### config.mk
export PLATFORM = sky130hd
export DESIGN_NAME = pipe_div_unit
export DESIGN_NICKNAME = d
export VERILOG_FILES = /design/src/rtl/pipe_div_pkg.sv /design/src/rtl/cla32.sv /design/src/rtl/pipe_div_unit.sv
export SDC_FILE = /design/constraint.sdc
export NUM_CORES = 1
export LEC_CHECK = 0
export ABC_AREA = 0
export BUFFER_PORTS_ARGS = -buffer_cell sky130_fd_sc_hd__buf_2
export CORE_MARGIN = 5
export CORE_UTILIZATION = 30
export DETAILED_ROUTE_END_ITERATION = 8
export HOLD_SLACK_MARGIN = 0.02
export SETUP_SLACK_MARGIN = 0.4
export SYNTH_ARGS = -nofsm -noshare
export SYNTH_HDL_FRONTEND = slang
export SYNTH_HIERARCHICAL = 1
export SYNTH_SLANG_ARGS = --single-unit
### constraint.sdc
create_clock -name clk -period 5.6 [get_ports clk]
set_input_delay 0.28 -clock clk [delete_from_list [all_inputs] [get_ports clk]]
set_output_delay 0.28 -clock clk [all_outputs]
set_load 0.01 [all_outputs]
### src/rtl/pipe_div_pkg.sv
// Shared types, constants and the two's-complement negate helper for the
// iterative divider.
package pipe_div_pkg;

  typedef enum logic [1:0] {IDLE, RUN, FIX} div_state_e;

  localparam int          ITER   = 32;
  localparam logic [31:0] DIV0_Q = 32'hFFFF_FFFF;

  function automatic logic [31:0] neg32(input logic [31:0] x);
    return ~x + 32'd1;
  endfunction

  // Magnitude of a possibly-signed operand; unsigned values pass through.
  function automatic logic [31:0] mag32(input logic [31:0] x, input logic is_signed);
    return (is_signed && x[31]) ? neg32(x) : x;
  endfunction

endpackage

### src/rtl/cla32.sv
// 32-bit carry-lookahead adder/subtractor built from 4-bit lookahead groups.
module cla32 (
  input  logic [31:0] a,
  input  logic [31:0] b,
  input  logic        sub,
  output logic [31:0] sum,
  output logic        cout
);

  logic [31:0] bx;
  logic [31:0] g;
  logic [31:0] p;

  assign bx = b ^ {32{sub}};
  assign g  = a & bx;
  assign p  = a ^ bx;

  // Group generate/propagate decide the carry into the next nibble directly.
  always_comb begin
    logic c_grp;
    logic c_bit;
    logic grp_g;
    logic grp_p;
    sum   = '0;
    c_grp = sub;
    for (int k = 0; k < 8; k++) begin
      c_bit = c_grp;
      grp_g = 1'b0;
      grp_p = 1'b1;
      for (int i = 0; i < 4; i++) begin
        sum[4*k+i] = p[4*k+i] ^ c_bit;
        c_bit      = g[4*k+i] | (p[4*k+i] & c_bit);
        grp_g      = g[4*k+i] | (p[4*k+i] & grp_g);
        grp_p      = grp_p & p[4*k+i];
      end
      c_grp = grp_g | (grp_p & c_grp);
    end
    cout = c_grp;
  end

endmodule

### src/rtl/pipe_div_unit.sv
// 32-step restoring divider for div/divu: magnitude division followed by a
// one-cycle sign fix-up, fixed 33-cycle latency including divide-by-zero.
module pipe_div_unit
  import pipe_div_pkg::*;
#(
  parameter int WIDTH = 32
) (
  input  logic             clk,
  input  logic             resetn,
  input  logic             start,
  input  logic             sign,
  input  logic [WIDTH-1:0] a,
  input  logic [WIDTH-1:0] b,
  output logic [WIDTH-1:0] q,
  output logic [WIDTH-1:0] r,
  output logic [WIDTH-1:0] counter,
  output logic             busy,
  output logic             done
);

  div_state_e  state, state_nxt;
  logic [31:0] rem;
  logic [31:0] dvd;
  logic [31:0] bmag;
  logic [31:0] a_lat;
  logic        neg_q;
  logic        neg_r;
  logic        div0;
  logic [5:0]  cnt;

  logic [32:0] rem_sh;
  logic [31:0] diff;
  logic        cout;
  logic        no_borrow;

  // rem_sh[32] set means the shifted remainder already exceeds any 32-bit divisor.
  assign rem_sh    = {rem, dvd[31]};
  assign no_borrow = rem_sh[32] | cout;

  cla32 u_trial_sub (
    .a    (rem_sh[31:0]),
    .b    (bmag),
    .sub  (1'b1),
    .sum  (diff),
    .cout (cout)
  );

  assign busy    = (state != IDLE);
  assign counter = {26'd0, cnt};

  always_comb begin
    state_nxt = state;
    case (state)
      IDLE:    if (start) state_nxt = RUN;
      RUN:     if (cnt == 6'(ITER - 1)) state_nxt = FIX;
      FIX:     state_nxt = IDLE;
      default: state_nxt = IDLE;
    endcase
  end

  always_ff @(posedge clk or negedge resetn) begin
    if (!resetn) begin
      state <= IDLE;
      rem   <= '0;
      dvd   <= '0;
      bmag  <= '0;
      a_lat <= '0;
      neg_q <= 1'b0;
      neg_r <= 1'b0;
      div0  <= 1'b0;
      cnt   <= '0;
      q     <= '0;
      r     <= '0;
      done  <= 1'b0;
    end else begin
      state <= state_nxt;
      done  <= 1'b0;
      case (state)
        IDLE: if (start) begin
          a_lat <= a;
          dvd   <= mag32(a, sign);
          bmag  <= mag32(b, sign);
          neg_q <= sign & (a[31] ^ b[31]);
          neg_r <= sign & a[31];
          div0  <= (b == '0);
          rem   <= '0;
          cnt   <= '0;
        end
        RUN: begin
          rem <= no_borrow ? diff : rem_sh[31:0];
          dvd <= {dvd[30:0], no_borrow};
          cnt <= cnt + 6'd1;
        end
        FIX: begin
          q    <= div0 ? DIV0_Q : (neg_q ? neg32(dvd) : dvd);
          r    <= div0 ? a_lat  : (neg_r ? neg32(rem) : rem);
          done <= 1'b1;
        end
        default: ;
      endcase
    end
  end

endmodule

After elaboration in Yosys (flattened, before gate mapping)

Cells that the tools add are included.

Flip-flop bits (word level): 204
Output and inout bits: 98
Word-level logic and storage cells: 225

$add $sub $neg: 5
Equality and inequality tests: 5
Mux-type cells: 17
Bitwise logic cells: 177
Reduce and logical (&&, ||, !) cells: 9

Operators by type and width:

| kind                  | number |
|---|---|
| $mux 32               | 9 |
| $not 32->32           | 5 |
| $add 32x1->32 const B | 4 |
| $pmux 32 s2           | 2 |
| $and 1x1->1           | 80 |
| $or 1x1->1            | 57 |
| $and 32x32->32        | 1 |
| $logic_not 32->1      | 1 |
| $xor 1x1->1           | 32 |
| $xor 32x32->32        | 1 |
| $pmux 6 s2            | 1 |
| $add 6x1->6 const B   | 1 |
| $eq 6x5->1 const B    | 1 |
| $mux 6                | 1 |
| $reduce_and 2->1      | 3 |
| $mux 2                | 2 |
| $ne 2x2->1 const B    | 2 |
| $pmux 2 s2            | 1 |
| $reduce_bool 2->1     | 2 |
| $eq 2x1->1 const B    | 1 |
| $eq 2x2->1 const B    | 1 |
| $logic_and 1x1->1     | 2 |
| $logic_not 2->1       | 1 |
| $mux 1                | 1 |
| $not 1->1             | 1 |

Logic depth before layout (Yosys ltp)

Depth after elaboration: 30
Gate-level depth with buffers: 16

Modules after synthesis

Netlist, hierarchy kept.

Modules (own cells, without submodules):

| module        | times used | cells an instance | area each (sq um) | seq. area each (sq um) |
|---|---|---|---|---|
| pipe_div_unit | 1          | 1295              | 11350.9           | 5104.9 |
| cla32         | 1          | 230               | 1864.3            | 0.0 |

Worst setup path after synthesis

Ideal clock, no wire load.

Kind: register to register
Start: register bmag[3]
End: register rem[31]
Library setup time: 0.132 ns
Data arrival time: 3.380 ns
Data required time: 5.468 ns
Setup slack: 2.088 ns
Stages on the path, launching flop included: 15
Clock period less this slack: 3.512 ns
Cells stage by stage: dfrtp_1 -> xor2_1 -> ha_1 -> and3_1 -> a221oi_2 -> or4_1 -> nand2_1 -> o41ai_2 -> and2_1 -> fa_1 -> fa_1 -> fa_1 -> xnor2_1 -> a22oi_1 -> o22ai_1

Cells in the longest elaborated chain, start to end: 26
Elaborated cells on any way between the ends: 31
Classes of those cells: mux: 2; bitwise: 29

RTL lines:

| what                           | line                | source |
|---|---|---|
| start, declared                | pipe_div_unit.sv:24 | `logic [31:0] bmag;` |
| start signal, assigned         | pipe_div_unit.sv:82 | `bmag <= mag32(b, sign);` |
| $not 32->32 (no source line) * | -                   |  |
| $xor 32x32->32                 | cla32.sv:16         | `assign p = a ^ bx;` |
| $and 1x1->1                    | cla32.sv:33         | `grp_g = g[4*k+i] \| (p[4*k+i] & grp_g);` |
| $or 1x1->1                     | cla32.sv:33         |  |
| $or 1x1->1 *                   | cla32.sv:36         | `c_grp = grp_g \| (grp_p & c_grp);` |
| $and 1x1->1 *                  | cla32.sv:36         |  |
| $or 1x1->1 *                   | cla32.sv:36         |  |
| $and 1x1->1 *                  | cla32.sv:36         |  |
| [... 11 more ...]              | -                   |  |
| $and 1x1->1 *                  | cla32.sv:32         | `c_bit = g[4*k+i] \| (p[4*k+i] & c_bit);` |
| $or 1x1->1 *                   | cla32.sv:32         |  |
| $and 1x1->1 *                  | cla32.sv:32         |  |
| $or 1x1->1 *                   | cla32.sv:32         |  |
| $xor 1x1->1 *                  | cla32.sv:31         | `sum[4*k+i] = p[4*k+i] ^ c_bit;` |
| via diff[31]                   | pipe_div_unit.sv:32 | `logic [31:0] diff;` |
| $mux 32 *                      | pipe_div_unit.sv:90 | `rem <= no_borrow ? diff : rem_sh[31:0];` |
| $pmux 32 s2 *                  | pipe_div_unit.sv:78 | `case (state)` |
| end signal, assigned           | pipe_div_unit.sv:90 |  |
| end, declared                  | pipe_div_unit.sv:22 | `logic [31:0] rem;` |

The timed path passes the listed nets; every way through them passes the cells marked *.
A chain may end at the register's enable or synchronous reset.

Worst setup path after layout

Start: register rem[2]
End: register rem[31]

Cells in the longest elaborated chain, start to end: 25
Elaborated cells on any way between the ends: 30
Classes of those cells: mux: 2; bitwise: 28

RTL lines:

| what              | line |
|---|---|
| $xor 32x32->32    | cla32.sv:16 |
| $and 1x1->1       | cla32.sv:33 |
| $or 1x1->1        | cla32.sv:33 |
| $or 1x1->1 *      | cla32.sv:36 |
| $and 1x1->1 *     | cla32.sv:36 |
| $or 1x1->1 *      | cla32.sv:36 |
| $and 1x1->1 *     | cla32.sv:36 |
| $or 1x1->1 *      | cla32.sv:36 |
| [... 10 more ...] | - |
| $and 1x1->1 *     | cla32.sv:32 |
| $or 1x1->1 *      | cla32.sv:32 |
| $and 1x1->1 *     | cla32.sv:32 |
| $or 1x1->1 *      | cla32.sv:32 |
| $xor 1x1->1 *     | cla32.sv:31 |
| via diff[31]      | pipe_div_unit.sv:32 |
| $mux 32 *         | pipe_div_unit.sv:90 |
| $pmux 32 s2 *     | pipe_div_unit.sv:78 |

Marks and branches as above.

==> results.md <==
* Routability congestion estimate from global placement at 0.816
* Setup Skew at 0.0141 ns
* Number of global-route vias before repair at between 10000 and 15000
* Critical Path RT at 6.04 ns
* Commonest cells in the netlist: sky130_fd_sc_hd__dfrtp_1 (204), sky130_fd_sc_hd__nand2_1 (177), sky130_fd_sc_hd__o21ai_0 (134), sky130_fd_sc_hd__nor2_1 (108), sky130_fd_sc_hd__inv_1 (90)
* Number of warnings reported in the yosys synthesis log at 6
* HP Class: input pin to register
* Synthesized area per cell at 8.67 sq um
* Share of final-layout standard cells stronger than drive strength 1 at 13.0%
* Setup Fix Bufs, Post-CTS at 0
* Sort of element at the start of the critical path: register
* Post-layout minimum cycle time at 3.98 ns
* Critical path start-end classification: register to register
* Hold Path Stages at 2
* Achievable frequency at 251 MHz
* Floorplan core area at 43900 sq um
* PnR worst setup slack at 1.62 ns
* Placed standard-cell area at 14300 sq um
* CTS tree: built
* Number of vias after detailed routing at about 11000
* Final-report hold violation count at 0
* Die outline width at 220 microns
* Library cell with the highest instance count after synthesis: sky130_fd_sc_hd__dfrtp_1
* DR iter-0 viols at 766
* Post-cts resize count at 0
* Number of clock sinks at 204
* Die Ht at 220 microns
* Cells on worst reg2reg path at 13
* Clock slew seen by the registers of the worst setup and hold paths at 0.06 ns
* Leakage at 6.74 nW
* Layout area overhead at 16.1%
* Total Power at 8.10 mW
* Routed via count divided by cell count at 5.10
* Synth top area share at 38.6%
* Endpoint of the worst hold-timing path: div0
* I/O Buffers at 139
* Flops & latches, synth at between 200 and 250
* Final-layout fill cell count at 4592
* DP Worst Slack at between 1.5 and 2 ns
* CP endpoint kind: register
* Clock Latency Late Sink at 0.53 ns
* Starting density of the core at 30.1%
* Share of the core filled with cells at about a third
* Total grt overflow at 0
* Global router's overall resource usage at 15.7%
* Biggest area contributors in the synthesized netlist: sky130_fd_sc_hd__dfrtp_1 (39%), sky130_fd_sc_hd__xor2_1 (5.2%), sky130_fd_sc_hd__o21ai_0 (5.1%), sky130_fd_sc_hd__nand2_1 (5.0%), sky130_fd_sc_hd__mux2i_1 (4.3%)
* Max-capacitance violation count at 0
* Clk buf depth at 3
* Predominant post-synthesis flop cell: sky130_fd_sc_hd__dfrtp_1
* Post-detailed-route wirelength per cell at 17.3 microns
* Number of routed nets with antenna violations at 0
* FF-to-FF Start: rem[2]
* Internal reg-to-reg setup slack at 1.62 ns
* P per Cell Area at 528 nW/um^2
* Routed wire length at 38800 microns
* Sequential area share after synthesis at 38.6%
* Number of cells in the finished layout apart from fillers at 2237
* Total Die Area at 48300 sq um
* Count of cell types in the netlist at 59
* Global-route wire length before repair at 62100 microns
* Clock root cell: sky130_fd_sc_hd__clkbuf_16
* Post-route cell area at approximately 15000 sq um
* Number of instances in the placed design at about 2200
* Number of search-and-repair iterations in the first detailed-routing pass at 5
* Maximum level of the CTS H-tree at 1
* Status: complete, no violations
* Worst slew margin at 15.2%
* Share of the clock period used by the worst path after layout at 71.1%
* Setup_tns at 0 ns
* Area of the multi-input gates at about 7300 sq um
* Clock buffer count from CTS at 24
* Post-synthesis cell type with the largest combined area: sky130_fd_sc_hd__dfrtp_1
* Footprint of the flip-flops and latches at 5100 sq um
* Actual transition at the worst max-transition pin at 1.27 ns
* Final setup violation count at 0
* Number of flops mapped to enable cells by yosys at 0
* Netlist area before placement at 13200 sq um
* Post-route worst hold slack at 0.0392 ns
* Number of max-slew violations in the final report at 0
* Setup repair after global routing missed its margin: no
* Reg-to-reg endpoint: rem[31]
* Number of design rule violations left after detail routing at 0
* Critical-path maximum fanout at 9
* Final net count at 1756
* Sum of net half-perimeters after detailed placement at about 28000 microns
* Row Count at 77
* Syn Inst Count at roughly 1500
* FFs w/ async S/R, synth at 100%
* Hold path start: b[31]
* Initial antenna violation count at 0
* Data arrival at the endpoint of the critical path at 4.42 ns
* Pin count of the biggest net entering global routing at 122
* Boundary Pins at 166
* Largest vdd supply drop at 265 uV
==> worst max path at each step <==
stage	startpoint	end	slack (ns)	cells after the start
floorplan	bmag[3]	rem[31]	2.09	14
global placement	rem[2]	rem[31]	1.77	13
detailed placement	rem[2]	rem[31]	1.65	13
CTS	rem[2]	rem[31]	1.62	13
global route	rem[2]	rem[31]	1.40	13
finish	rem[2]	rem[31]	1.62	13
==> final cells by class <==
cell class	instances	share of cell area [%]
multi-input combinational	1135	47.9
sequential	204	33.3
timing repair buffer	172	6.53
clock buffer	37	4.89
tap	592	4.83
inverter	91	2.23
clock inverter	5	0.343
antenna	1	0.0163
==> registers in the layout (all words and copies together) (netlist names) <==
signal	flops
done	1
a_lat	32
state	2
bmag	32
dvd	32
cnt	6
neg_r	1
rem	32
q	32
div0	1
neg_q	1
r	32
==> per-layer routing <==
metal  global-route usage (%)  vias up  share of wire [%]
met5                    0.417        -                  0
met4                     2.62        0                1.4
met3                     2.54       41                4.9
met2                     24.7      270                 45
met1                     23.1     5581                 48
li1                         -     5523                  -
==> critical path, stage by stage, from the launching register on <==
cell,delay (ns)
sky130_fd_sc_hd__dfrtp_1,0.48
sky130_fd_sc_hd__ha_1,0.40
sky130_fd_sc_hd__and3_1,0.19
sky130_fd_sc_hd__a221oi_2,0.09
sky130_fd_sc_hd__or4_1,0.52
sky130_fd_sc_hd__nand2_1,0.17
sky130_fd_sc_hd__o41ai_2,0.13
sky130_fd_sc_hd__and2_1,0.20
sky130_fd_sc_hd__fa_1,0.38
sky130_fd_sc_hd__fa_1,0.41
sky130_fd_sc_hd__fa_1,0.39
sky130_fd_sc_hd__xnor2_1,0.22
sky130_fd_sc_hd__a22oi_1,0.12
sky130_fd_sc_hd__o22ai_1,0.17
==> cell families (layout without fill, tap and decap cells) <==
| family | Yosys count | after routing | share of synthesized area [%] |
|---|---|---|---|
| AOI/OAI and AO/OA | 370 | 370 | 17.2 |
| DFF | 204 | 204 | 38.6 |
| adders and majority gates | 60 | 60 | 6.99 |
| muxes | 57 | 57 | 4.32 |
| xor gates and xnor gates | 126 | 126 | 8.35 |
| and+or+nand+nor | 495 | 495 | 17.6 |
| buffers and inverters | 211 | 305 | 6.80 |
| other | 2 | 28 | 0.0568 |
==> placed cells by master, fill, tap and decap left out, types with 14 or more instances in the layout <==
cell,count
sky130_fd_sc_hd__dfrtp_1,204
sky130_fd_sc_hd__nand2_1,176
sky130_fd_sc_hd__buf_2,138
sky130_fd_sc_hd__o21ai_0,134
sky130_fd_sc_hd__nor2_1,106
sky130_fd_sc_hd__inv_1,89
sky130_fd_sc_hd__a21oi_1,89
sky130_fd_sc_hd__xor2_1,79
sky130_fd_sc_hd__mux2i_1,57
sky130_fd_sc_hd__nand3_1,52
sky130_fd_sc_hd__xnor2_1,47
sky130_fd_sc_hd__ha_1,37
sky130_fd_sc_hd__nor3_1,32
sky130_fd_sc_hd__conb_1,27
sky130_fd_sc_hd__clkbuf_16,25
sky130_fd_sc_hd__nor4_1,24
sky130_fd_sc_hd__fa_1,23
sky130_fd_sc_hd__o31ai_1,22
sky130_fd_sc_hd__dlygate4sd3_1,20
sky130_fd_sc_hd__o22ai_1,18
sky130_fd_sc_hd__nand4_1,17
sky130_fd_sc_hd__a22oi_1,17
sky130_fd_sc_hd__or3_1,16
sky130_fd_sc_hd__a22o_1,15
sky130_fd_sc_hd__a31oi_1,15
sky130_fd_sc_hd__o41ai_1,14
==> report_power, final <==
group / internal (mW) / switching (mW)
Combinational: 1.62 / 1.94
Sequential: 2.12 / 0.830
Clock: 0.962 / 0.633
Total: 4.70 / 3.40
==> repair_timing <==
action,CTS,global route
setup endpoints to repair,0,0
endpoints found under the hold margin,139,0
hold buffers,20,0
Power figures use the tool's default switching activity.
